[src/rtl/regfile_write_arbiter_pkg.sv]
// Shared types for the register-file write path.
// Contents: register index / data word typedefs, the write request
// payload carried through the UART FIFO, and the grant source enum.
package regfile_pkg;

  typedef logic [4:0]  reg_idx_t;
  typedef logic [31:0] word_t;

  typedef struct packed {
    reg_idx_t rw;
    logic     fp;
    word_t    data;
  } rf_wr_req_t;

  typedef enum logic [1:0] {
    SRC_NONE = 2'd0,
    SRC_WB   = 2'd1,
    SRC_UART = 2'd2
  } src_t;

endpackage

[src/rtl/regfile_write_arbiter_if.sv]
// Bus bundle between the write sources, the arbiter and the register file.
// master : the side that offers writes and observes the register-file fields
// slave  : the arbiter
// Signals: wb_* (pipeline writeback + stall), uart_* (UART load offer/ready),
//          rf_* (registered write fields + toggle token), fifo_count.
interface regfile_write_arbiter_if #(
  parameter int DEPTH = 4
) ();
  import regfile_pkg::*;

  logic                    wb_valid;
  reg_idx_t                wb_rw;
  logic                    wb_fp;
  word_t                   wb_data;
  logic                    wb_stall;

  logic                    uart_valid;
  logic                    uart_ready;
  reg_idx_t                uart_rw;
  logic                    uart_fp;
  word_t                   uart_data;

  logic                    rf_regwrite;
  logic                    rf_uart_we;
  reg_idx_t                rf_rw;
  logic                    rf_fp;
  word_t                   rf_data;
  logic                    rf_distinct;

  logic [$clog2(DEPTH):0]  fifo_count;

  modport master (
    output wb_valid, wb_rw, wb_fp, wb_data,
    output uart_valid, uart_rw, uart_fp, uart_data,
    input  wb_stall, uart_ready,
    input  rf_regwrite, rf_uart_we, rf_rw, rf_fp, rf_data, rf_distinct,
    input  fifo_count
  );

  modport slave (
    input  wb_valid, wb_rw, wb_fp, wb_data,
    input  uart_valid, uart_rw, uart_fp, uart_data,
    output wb_stall, uart_ready,
    output rf_regwrite, rf_uart_we, rf_rw, rf_fp, rf_data, rf_distinct,
    output fifo_count
  );

endinterface

[src/rtl/regfile_write_arbiter_uart_wr_fifo.sv]
// Circular buffer holding pending UART register writes.
// Ports: CLK, reset (sync, active-high); push_valid/push_data/push_ready
// (push when valid && ready); pop (caller only pops when non-empty);
// head (oldest entry), empty, count (entries held).
// Ready is derived from the registered count only, so a pop while full does
// not admit a push in the same cycle, and a pushed entry is not visible at
// the head until the following cycle.
module uart_wr_fifo
  import regfile_pkg::*;
#(
  parameter int DEPTH = 4,
  parameter int CNT_W = $clog2(DEPTH) + 1
) (
  input  logic             CLK,
  input  logic             reset,
  input  logic             push_valid,
  input  rf_wr_req_t       push_data,
  output logic             push_ready,
  input  logic             pop,
  output rf_wr_req_t       head,
  output logic             empty,
  output logic [CNT_W-1:0] count
);

  localparam int PTR_W = $clog2(DEPTH);

  rf_wr_req_t       mem [DEPTH];
  logic [PTR_W-1:0] wr_ptr;
  logic [PTR_W-1:0] rd_ptr;
  logic [CNT_W-1:0] count_q;
  logic             do_push;
  logic             do_pop;

  assign push_ready = (count_q != CNT_W'(DEPTH));
  assign empty      = (count_q == '0);
  assign do_push    = push_valid && push_ready;
  assign do_pop     = pop && !empty;
  assign head       = mem[rd_ptr];
  assign count      = count_q;

  // Storage carries no reset; stale contents are unreachable once pointers clear.
  always_ff @(posedge CLK) begin
    if (do_push) begin
      mem[wr_ptr] <= push_data;
    end
  end

  // Pointers wrap naturally because DEPTH is a power of two.
  always_ff @(posedge CLK) begin
    if (reset) begin
      wr_ptr  <= '0;
      rd_ptr  <= '0;
      count_q <= '0;
    end else begin
      if (do_push) wr_ptr <= wr_ptr + PTR_W'(1);
      if (do_pop)  rd_ptr <= rd_ptr + PTR_W'(1);
      if (do_push && !do_pop)      count_q <= count_q + CNT_W'(1);
      else if (do_pop && !do_push) count_q <= count_q - CNT_W'(1);
    end
  end

endmodule

[src/rtl/regfile_write_arbiter.sv]
// Owner of the register file's single write port.
// Ports: CLK, reset (sync, active-high), bus (slave side of the arbiter bus).
// Pipeline writeback wins by default; UART writes queue in a FIFO and get a
// forced slot after STARVE_LIMIT consecutive writeback wins while queued.
// Every issued write flips rf_distinct; the register file writes whenever the
// token differs from its own buffered copy, so holding the token on idle
// cycles prevents duplicate writes.
module regfile_write_arbiter
  import regfile_pkg::*;
#(
  parameter int UART_FIFO_DEPTH = 4,
  parameter int STARVE_LIMIT    = 4
) (
  input logic                   CLK,
  input logic                   reset,
  regfile_write_arbiter_if.slave bus
);

  localparam int         CNT_W      = $clog2(UART_FIFO_DEPTH) + 1;
  localparam logic [3:0] STARVE_MAX = 4'(STARVE_LIMIT);

  rf_wr_req_t       wb_req;
  rf_wr_req_t       uart_req;
  rf_wr_req_t       fifo_head;
  logic             fifo_empty;
  logic             fifo_ready;
  logic [CNT_W-1:0] fifo_count;
  logic             g_wb;
  logic             g_uart;
  src_t             grant_src;
  logic [3:0]       starve_cnt;

  assign wb_req   = '{rw: bus.wb_rw,   fp: bus.wb_fp,   data: bus.wb_data};
  assign uart_req = '{rw: bus.uart_rw, fp: bus.uart_fp, data: bus.uart_data};

  always_comb begin
    g_uart    = !fifo_empty && (!bus.wb_valid || (starve_cnt == STARVE_MAX));
    g_wb      = bus.wb_valid && !g_uart;
    grant_src = SRC_NONE;
    if (g_uart)    grant_src = SRC_UART;
    else if (g_wb) grant_src = SRC_WB;
  end

  assign bus.wb_stall   = bus.wb_valid && g_uart;
  assign bus.uart_ready = fifo_ready;
  assign bus.fifo_count = fifo_count;

  uart_wr_fifo #(
    .DEPTH (UART_FIFO_DEPTH),
    .CNT_W (CNT_W)
  ) u_fifo (
    .CLK        (CLK),
    .reset      (reset),
    .push_valid (bus.uart_valid),
    .push_data  (uart_req),
    .push_ready (fifo_ready),
    .pop        (g_uart),
    .head       (fifo_head),
    .empty      (fifo_empty),
    .count      (fifo_count)
  );

  // Counts writeback wins only while a UART write is actually waiting.
  always_ff @(posedge CLK) begin
    if (reset) begin
      starve_cnt <= '0;
    end else if (g_uart || fifo_empty) begin
      starve_cnt <= '0;
    end else if (g_wb && (starve_cnt != STARVE_MAX)) begin
      starve_cnt <= starve_cnt + 4'd1;
    end
  end

  // Token resets to 1 to match the register file's reset buffer.
  always_ff @(posedge CLK) begin
    if (reset) begin
      bus.rf_regwrite <= 1'b0;
      bus.rf_uart_we  <= 1'b0;
      bus.rf_rw       <= '0;
      bus.rf_fp       <= 1'b0;
      bus.rf_data     <= '0;
      bus.rf_distinct <= 1'b1;
    end else begin
      case (grant_src)
        SRC_WB: begin
          bus.rf_regwrite <= 1'b1;
          bus.rf_uart_we  <= 1'b0;
          bus.rf_rw       <= wb_req.rw;
          bus.rf_fp       <= wb_req.fp;
          bus.rf_data     <= wb_req.data;
          bus.rf_distinct <= ~bus.rf_distinct;
        end
        SRC_UART: begin
          bus.rf_regwrite <= 1'b0;
          bus.rf_uart_we  <= 1'b1;
          bus.rf_rw       <= fifo_head.rw;
          bus.rf_fp       <= fifo_head.fp;
          bus.rf_data     <= fifo_head.data;
          bus.rf_distinct <= ~bus.rf_distinct;
        end
        default: begin
          bus.rf_regwrite <= 1'b0;
          bus.rf_uart_we  <= 1'b0;
        end
      endcase
    end
  end

endmodule
[src/flat_wrapper.sv]
// flat-port wrapper written by rule: the top's interface ports become plain ports
module regfile_write_arbiter_flat import regfile_pkg::*;
#(
  parameter int UART_FIFO_DEPTH = 4,
  parameter int STARVE_LIMIT    = 4
)
  (CLK, reset, bus_wb_valid, bus_wb_rw, bus_wb_fp, bus_wb_data, bus_uart_valid, bus_uart_rw, bus_uart_fp, bus_uart_data, bus_wb_stall, bus_uart_ready, bus_rf_regwrite, bus_rf_uart_we, bus_rf_rw, bus_rf_fp, bus_rf_data, bus_rf_distinct, bus_fifo_count);
  regfile_write_arbiter_if bus_i ();
  input logic CLK;
  input logic reset;
  input wire logic [$bits(bus_i.wb_valid)-1:0] bus_wb_valid;
  input wire logic [$bits(bus_i.wb_rw)-1:0] bus_wb_rw;
  input wire logic [$bits(bus_i.wb_fp)-1:0] bus_wb_fp;
  input wire logic [$bits(bus_i.wb_data)-1:0] bus_wb_data;
  input wire logic [$bits(bus_i.uart_valid)-1:0] bus_uart_valid;
  input wire logic [$bits(bus_i.uart_rw)-1:0] bus_uart_rw;
  input wire logic [$bits(bus_i.uart_fp)-1:0] bus_uart_fp;
  input wire logic [$bits(bus_i.uart_data)-1:0] bus_uart_data;
  output wire logic [$bits(bus_i.wb_stall)-1:0] bus_wb_stall;
  output wire logic [$bits(bus_i.uart_ready)-1:0] bus_uart_ready;
  output wire logic [$bits(bus_i.rf_regwrite)-1:0] bus_rf_regwrite;
  output wire logic [$bits(bus_i.rf_uart_we)-1:0] bus_rf_uart_we;
  output wire logic [$bits(bus_i.rf_rw)-1:0] bus_rf_rw;
  output wire logic [$bits(bus_i.rf_fp)-1:0] bus_rf_fp;
  output wire logic [$bits(bus_i.rf_data)-1:0] bus_rf_data;
  output wire logic [$bits(bus_i.rf_distinct)-1:0] bus_rf_distinct;
  output wire logic [$bits(bus_i.fifo_count)-1:0] bus_fifo_count;
  assign bus_i.wb_valid = bus_wb_valid;
  assign bus_i.wb_rw = bus_wb_rw;
  assign bus_i.wb_fp = bus_wb_fp;
  assign bus_i.wb_data = bus_wb_data;
  assign bus_i.uart_valid = bus_uart_valid;
  assign bus_i.uart_rw = bus_uart_rw;
  assign bus_i.uart_fp = bus_uart_fp;
  assign bus_i.uart_data = bus_uart_data;
  assign bus_wb_stall = bus_i.wb_stall;
  assign bus_uart_ready = bus_i.uart_ready;
  assign bus_rf_regwrite = bus_i.rf_regwrite;
  assign bus_rf_uart_we = bus_i.rf_uart_we;
  assign bus_rf_rw = bus_i.rf_rw;
  assign bus_rf_fp = bus_i.rf_fp;
  assign bus_rf_data = bus_i.rf_data;
  assign bus_rf_distinct = bus_i.rf_distinct;
  assign bus_fifo_count = bus_i.fifo_count;
  regfile_write_arbiter #(.UART_FIFO_DEPTH(UART_FIFO_DEPTH), .STARVE_LIMIT(STARVE_LIMIT)) u_core (.CLK(CLK), .reset(reset), .bus(bus_i));
endmodule
[config.mk]
export PLATFORM = sky130hd
export DESIGN_NAME = regfile_write_arbiter_flat
export DESIGN_NICKNAME = d
export VERILOG_FILES = /design/src/rtl/regfile_write_arbiter_pkg.sv /design/src/rtl/regfile_write_arbiter_if.sv /design/src/rtl/regfile_write_arbiter_uart_wr_fifo.sv /design/src/rtl/regfile_write_arbiter.sv /design/src/flat_wrapper.sv
export SDC_FILE = /design/constraint.sdc
export NUM_CORES = 1
export LEC_CHECK = 0
export ABC_AREA = 1
export CORE_ASPECT_RATIO = 0.75
export CORE_MARGIN = 8
export CORE_UTILIZATION = 40
export DETAILED_ROUTE_END_ITERATION = 10
export GPL_ROUTABILITY_DRIVEN = 0
export PLACE_DENSITY_LB_ADDON = 0.1
export SYNTH_ARGS = -nofsm -noshare
export SYNTH_HDL_FRONTEND = slang
export SYNTH_SLANG_ARGS = --single-unit
[constraint.sdc]
create_clock -name CLK -period 3.55 [get_ports CLK]
set_clock_uncertainty 0.1 [all_clocks]
set_input_delay 1.065 -clock CLK [delete_from_list [all_inputs] [get_ports CLK]]
set_output_delay 1.065 -clock CLK [all_outputs]
set_load 0.02 [all_outputs]
==> results.md, run 1 <==
- Status: finished, final reports clean
- DRC viols: 0
- FMAX: 0.3034 GHz
- Storage element area: 0.005648 mm2
- Sequential fraction of the synthesis area: 62.01%
- Mapped Cells: 1010
- Yosys cell types: 24
- FFs w/ async S/R, synth: 0%
- Final net count: 1219
- Max Cap Viol: 0
- Leakage power: 5.363 nW
- Final core utilization: 51.07%
- Finished Cell Area: 0.01135 mm2
- Iteration-0 DRC Markers: 353
- Rel. slew slack: 40.98%
- Clk buf depth: 3
- CP most frequent cell: nand2_1
- Initial antenna violation count: 0
- Fin crit period: 3.296 ns
- Tightest Hold Check Type: register to register
- Post-route ant nets: 0
- Clock Pin Slew Worst Setup and Hold Paths: 0.06 ns
- RSZ-0062 raised after global routing: false
- Largest net degree at the start of global routing: 77
- Core Footprint: 0.02223 mm2
- Post-route insts no fill: 1440
- Setup Crit Path Kind: input port to primary output
- Final setup viols: 0
- WHS Endpoint: u_core.starve_cnt[0]$_SDFFE_PP0P_
- Measured slew at the worst slew-check pin: 0.8853 ns
- Clk sink count: 206
- CP peak stage delay: 0.49 ns
- Period utilization: 92.85%
- GRT overflow: 0
- Multi-input gate area: 0.002267 mm2
- Wirelength per Cell: 15.10 um
- Area grow syn2layout: 24.70%
- Top cells by count, synth: nand2_1 (311), inv_1 (248), edfxtp_1 (152)
- Rows: 47
- Worst r2r dst: u_core.u_fifo.count[2]$_SDFFE_PP0P_
- R2R setup slack: 0.87 ns
- Cell Chain, Critical Path: clkdlybuf4s50_1 > nand2_1 > nand2_4 > inv_2 > nand2_1 > inv_1 > dlygate4sd2_1
- H-tree depth: 1
- Number of global-route vias before repair: 6055
- Pre-Repair DR Iteration Count: 4
- Power Density: 693.2 mW/mm2
- Vias per cell: 4.431
- Critical path arrival: 2.13 ns
- Post-DP HPWL: 12.96 mm
- CTS buffer count: 22
- Worst min-delay path startpoint: u_core.starve_cnt[0]$_SDFFE_PP0P_
- CTS root buffer: clkbuf_16
- Global-route wire length before repair: 34.05 mm
- Ports: 126
- Total Wirelength: 21.75 mm
- Syn Nets: 1098
- Die footprint: 0.02789 mm2
- Synth Area per Inst: 9.014 um2
- Diodes inserted: 0
- VDD IR max: 0.3408 mV
- Synth Flop Type: edfxtp_1
- R2R depth: 13
- WP data required: 2.38 ns
- Top-count cell post-synth: nand2_1
- Die width: 190.2 um
- Crit. End Element: primary output
- Vias: 6380
- Buffers on Ports: 125
- Startpoint class of the critical path: input port
- Ys Warns: 0
- Crit Reg-Reg Startpoint: u_core.starve_cnt[0]$_SDFFE_PP0P_
- Placed instance area: 0.01066 mm2
- Pins Over Slew Limit: 0
- Number of synthesized flops with an enable pin: 152
- Placed cell count: 1401
- CTS tree: yes
- Tot Pwr: 0.007869 W
- Hold WS: 0.3634 ns
- Synth area leaders: edfxtp_1 (50%), nand2_1 (13%), dfxtp_1 (12%), inv_1 (10%), nand3_1 (6.4%)
- Share of the synthesized area in the top cell type: 50.14%
- Cell family with most CP delay: buffers and inverters
- Hold Fails Final Rpt: 0
- #FFs+latches synth: 206
- Fillers: 2109
- Hold depth: 1
- Worst-Skew Late Latency: 0.50 ns
- Cts-stage hold buffer count: 0
- Synth Cell Area: 0.009104 mm2
- Max FO, Critical Path: 2
- Die H: 146.7 um
- Yosys top cell by area: edfxtp_1
- Share of cells above drive strength 1: 4.799%
- CP bufs+invs: 4
- Slowest cell on crit path: clkdlybuf4s50_1
- Initial core utilization: 40.95%
- Tot GR Track Use: 15.34%
[repair_timing]
item	4_1_cts	5_1_grt
hold endpoints to repair	0	0
gates resized for setup	1	0
endpoints found under the setup margin	1	0
buffers inserted	0	0
[how the worst max path moves through the flow]
stage / from / end / slack [ns] / cells past startpoint
after floorplan: bus_uart_valid / u_core.u_fifo.mem[0][0]$_DFFE_PP_ / 0.17 / 2
after global placement: bus_wb_valid / bus_wb_stall / 0.005 / 7
after detailed placement: bus_wb_valid / bus_wb_stall / -0.005 / 7
after CTS: bus_wb_valid / bus_wb_stall / 0.25 / 7
after global routing: bus_wb_valid / bus_wb_stall / 0.20 / 7
final: bus_wb_valid / bus_wb_stall / 0.25 / 7
[worst reg2reg max path, stage by stage, from the launching register on]
cell,delay (ns)
dfxtp_1,0.37
inv_1,0.06
ha_1,0.18
nand3_1,0.10
nand2_1,0.09
nand2_4,0.07
buf_4,0.45
ha_1,0.25
inv_1,0.07
fa_1,0.38
a21oi_1,0.14
o21ai_0,0.11
o21ai_0,0.15
a21oi_1,0.05
[kinds of logic (layout without fill, tap and decap cells)]
kind of cell / count (synthesis) / in the layout / share of synthesized area [%]
adders and majority gates: 8 / 8 / 1.182
and+or+nand+nor: 443 / 443 / 20.08
buffers and inverters: 295 / 431 / 13.41
xor gates and xnor gates: 3 / 3 / 0.2887
DFF: 206 / 206 / 62.01
AOI/OAI and AO/OA: 55 / 55 / 3.024
[where the power goes]
group | switching (W) | total, W | internal (W)
Sequential | 0.000143 | 0.00313 | 0.00298
Clock | 0.000902 | 0.00222 | 0.00132
Combinational | 0.00160 | 0.00252 | 0.000916
[routing by layer]
| metal | GRT usage, % | wire length (um) | share of wire (%) |
|---|---|---|---|
| met1 | 21.69 | 10620 | 49 |
| met2 | 24.00 | 9596 | 44 |
| met3 | 3.165 | 1248 | 5.7 |
| met4 | 3.057 | 286 | 1.3 |
| met5 | 0 | 0 | 0 |
[flip-flops by register name, summed over array words and instances, names as in the netlist, named ones only]
name	count
u_core.bus.rf_uart_we	1
u_core.starve_cnt	4
u_core.bus.rf_fp	1
u_core.u_fifo.count	3
u_core.u_fifo.mem	152
u_core.bus.rf_rw	5
u_core.bus.rf_distinct	1
u_core.bus.rf_data	32
u_core.bus.rf_regwrite	1
u_core.u_fifo.rd_ptr	2
u_core.u_fifo.wr_ptr	2
[through the flow]
step	worst slack (ns)	setup TNS, ns
after floorplan	0.1744	0
after global placement	0.004710	0
after detailed placement	-0.005427	-0.009133
after CTS	0.2469	0
after global routing	0.1950	0
final	0.2540	0
[cell type report]
cell class	instances	share of cell area [%]
Timing Repair Buffer	142	12.69
Tap cell	294	3.240
Clock buffer	29	5.268
Sequential cell	206	49.75
Clock inverter	10	0.8156
Inverter	250	8.266
Multi-Input combinational cell	509	19.97
[cell usage in the layout (no fill, tap or decap), types with 7 or more instances in the layout]
cell type | Yosys | layout
clkinv_1 | 0 | 7
a21oi_1 | 9 | 9
nor2_1 | 11 | 7
nand3_1 | 116 | 116
clkbuf_16 | 0 | 23
edfxtp_1 | 152 | 152
nand2_1 | 311 | 311
inv_1 | 248 | 247
buf_4 | 4 | 12
clkdlybuf4s50_1 | 0 | 124
o21ai_0 | 45 | 45
ha_1 | 7 | 7
dfxtp_1 | 54 | 52
No activity file was read; power rests on OpenSTA's default activity.
==> run 2, diff against run 1 <==
--- a/config.mk
+++ b/config.mk
@@ -6,9 +6,10 @@
 export NUM_CORES = 1
 export LEC_CHECK = 0
 export ABC_AREA = 1
+export CAP_MARGIN = 20
 export CORE_ASPECT_RATIO = 0.75
-export CORE_MARGIN = 8
 export CORE_UTILIZATION = 40
+export CTS_CLUSTER_DIAMETER = 60
 export DETAILED_ROUTE_END_ITERATION = 10
 export GPL_ROUTABILITY_DRIVEN = 0
 export PLACE_DENSITY_LB_ADDON = 0.1
==> run 2 against run 1 <==
Compared with the run above: setup slack worse by 0.037 ns; register-to-register slack worse by 0.04 ns; sequential share of layout area fell by 0.37 points; largest cell class unchanged; non-clock buffer count is 2 higher; largest power group unchanged; maximum frequency is 1.1% lower.
==> results.md, run 2 (synthesis results as in run 1) <==
- Status: finished, final reports clean
- CP Capture Point: bus_wb_stall
- Int Pwr: 0.005426 W (+3.9%)
- Most common cell after layout, fill and taps aside: nand2_1
- Iteration-0 DRC Markers: 399 (+13%)
- Max FO, Critical Path: 3 (+1)
- Diodes inserted: 0 (unchanged)
- Largest net degree at the start of global routing: 77 (unchanged)
- Share of cells above drive strength 1: 5.908% (+1.1 points)
- Tightest Hold Check Type: register to register
- Sequential share of power: 38.4% (-1.3 points)
- Origin of the worst setup path: bus_wb_valid
- Tot GR Track Use: 18.07% (+2.7 points)
- Max Cap Viol: 0 (unchanged)
- Vias per cell: 4.499 (+1.5%)
- Tot Pwr: 0.008141 W (+3.5%)
- Total Wirelength: 20.68 mm (-4.9%)
- Fin crit period: 3.333 ns (+0.03652 ns)
- Clk sink count: 206 (unchanged)
- Final setup viols: 0 (unchanged)
- Power Density: 711.5 mW/mm2 (+2.6%)
- Biggest register: u_core.u_fifo.mem
- Worst r2r dst: u_core.u_fifo.count[2]$_SDFFE_PP0P_
- Commonest cells after routing, fill and taps aside: nand2_1 (311), inv_1 (247), edfxtp_1 (152), clkdlybuf4s50_1 (124), nand3_1 (116)
- Vias: 6501 (+1.9%)
- Wirelength per Cell: 14.31 um (-5.2%)
- Ports: 126 (unchanged)
- Clk buf depth: 3 (unchanged)
- CTS tree: yes
- GRT overflow: 0 (unchanged)
- H-tree depth: 1 (unchanged)
- Final net count: 1222 (+0.25%)
- R2R setup slack: 0.83 ns (-0.04 ns)
- Hold WS: 0.3611 ns (-0.002306 ns)
- CTS buffer count: 23 (+4.5%)
- Post-DP HPWL: 12.33 mm (-4.9%)
- Worst-Skew Late Latency: 0.51 ns (about the same)
- Pre-Repair DR Iteration Count: 6 (+2)
- DRC viols: 0 (unchanged)
- VDD IR max: 0.3352 mV (-1.6%)
- Setup Total Neg Slack: 0 ns (unchanged)
- R2R depth: 13 (unchanged)
- Largest registers: u_core.u_fifo.mem: 152 flops, u_core.bus.rf_data: 32 flops, u_core.bus.rf_rw: 5 flops
- Post-route ant nets: 0 (unchanged)
- Net Sw Frac: 33.35% (-0.27 points)
- Critical path arrival: 2.17 ns (+0.04 ns)
- Die footprint: 0.02337 mm2 (-16%)
- Clk pwr share: 30.6% (+2.3 points)
- Number of global-route vias before repair: 5991 (-1.1%)
- Clock Pin Slew Worst Setup and Hold Paths: 0.06 ns (about the same)
- Startpoint class of the critical path: input port
- Placed instance area: 0.01065 mm2 (-0.12%)
- Period utilization: 93.87% (+1.0 points)
- RSZ-0062 raised after global routing: false
- Finished Cell Area: 0.01144 mm2 (+0.79%)
- Crit. End Element: primary output
- Global-route wire length before repair: 32.92 mm (-3.3%)
- Initial antenna violation count: 1 (+1)
- Initial core utilization: 41.06% (+0.11 points)
- Crit Reg-Reg Startpoint: u_core.starve_cnt[0]$_SDFFE_PP0P_
- Sw power: 0.002715 W (+2.6%)
- Area grow syn2layout: 25.69%
- Buffers on Ports: 125 (unchanged)
- FMAX: 0.3001 GHz (-1.1%)
- Setup Crit Path Kind: input port to primary output
- Rel. slew slack: 39.95% (-1.0 points)
- Pins Over Slew Limit: 0 (unchanged)
- WP data required: 2.38 ns (about the same)
- Combinational power share: 30.9% (-1.1 points)
- Hold Fails Final Rpt: 0 (unchanged)
- Final core utilization: 51.61% (+0.54 points)
- Leakage power: 5.428 nW (+1.2%)
- Core Footprint: 0.02217 mm2 (-0.26%)
- Measured slew at the worst slew-check pin: 0.8994 ns (+0.01416 ns)
- Rows: 47 (unchanged)
- Max reg flops: 152 (unchanged)
- CTS root buffer: clkbuf_16
- Die width: 176.2 um (-7.4%)
- Die H: 132.7 um (-9.5%)
-- run 2: changes by cell type in the layout (fill, tap and decap cells not counted), sizes merged --
cell / previous run / this run
clkbuf: 29 / 27
inv: 249 / 251
buf: 17 / 19
clkinv: 9 / 10
bufinv: 2 / 4
-- run 2: critical path, cell delays in order --
cell and delay, ns:
clkdlybuf4s50_1 0.51, nand2_1 0.10, nand2_4 0.07, inv_2 0.04, nand2_1 0.04, inv_1 0.04, dlygate4sd2_1 0.30
-- run 2: metrics by stage --
stage	std cells	setup slack (ns)
after floorplan	1010	0.1744
after global routing	1445	0.1411
after CTS	1445	0.2149
after global placement	1403	-0.01763
final	1445	0.2175
after detailed placement	1403	-0.03399
-- run 2: worst min-delay path by stage --
stage / start / endpoint / slack, ns / depth (start not counted)
2_1_floorplan: u_core.starve_cnt[0]$_SDFFE_PP0P_ / u_core.starve_cnt[0]$_SDFFE_PP0P_ / 0.33 / 1
4_1_cts: u_core.starve_cnt[0]$_SDFFE_PP0P_ / u_core.starve_cnt[0]$_SDFFE_PP0P_ / 0.37 / 1
3_5_place_dp: u_core.starve_cnt[0]$_SDFFE_PP0P_ / u_core.starve_cnt[0]$_SDFFE_PP0P_ / 0.35 / 1
5_1_grt: u_core.starve_cnt[0]$_SDFFE_PP0P_ / u_core.starve_cnt[0]$_SDFFE_PP0P_ / 0.39 / 1
6_report: u_core.starve_cnt[0]$_SDFFE_PP0P_ / u_core.starve_cnt[0]$_SDFFE_PP0P_ / 0.36 / 1
3_3_place_gp: u_core.starve_cnt[0]$_SDFFE_PP0P_ / u_core.starve_cnt[0]$_SDFFE_PP0P_ / 0.35 / 1
-- run 2: area by class of cell --
cell class	instances	area, um2
fill	2008	10730
sequential	206	5650
multi-input combinational	509	2275
timing repair buffer	144	1418
inverter	250	938.4
clock buffer	27	610.6
tap	294	367.9
clock inverter	15	182.7
-- run 2: power by group through the flow --
| stage | combinational [W] | clock (W) | sequential (W) |
|---|---|---|---|
| 2_1_floorplan | 0.00144 | 0 | 0.00339 |
| 5_1_grt | 0.00283 | 0.00265 | 0.00317 |
| 3_3_place_gp | 0.00254 | 0 | 0.00317 |
| 4_1_cts | 0.00256 | 0.00255 | 0.00313 |
| 3_5_place_dp | 0.00255 | 0 | 0.00318 |
| 6_report | 0.00252 | 0.00249 | 0.00313 |
-- run 2: what timing repair did --
action,CTS,global route
endpoints found under the setup margin,1,0
buffers inserted,0,0
hold buffers,0,0
gates resized for setup,1,0
-- run 2: metal layers --
metal	GRT usage (%)	routed length (um)	vias up
li1	-	-	3353
met1	27.00	10390	2989
met2	27.25	8845	135
met3	3.333	1127	24
met4	3.720	323	0
met5	0	0	-
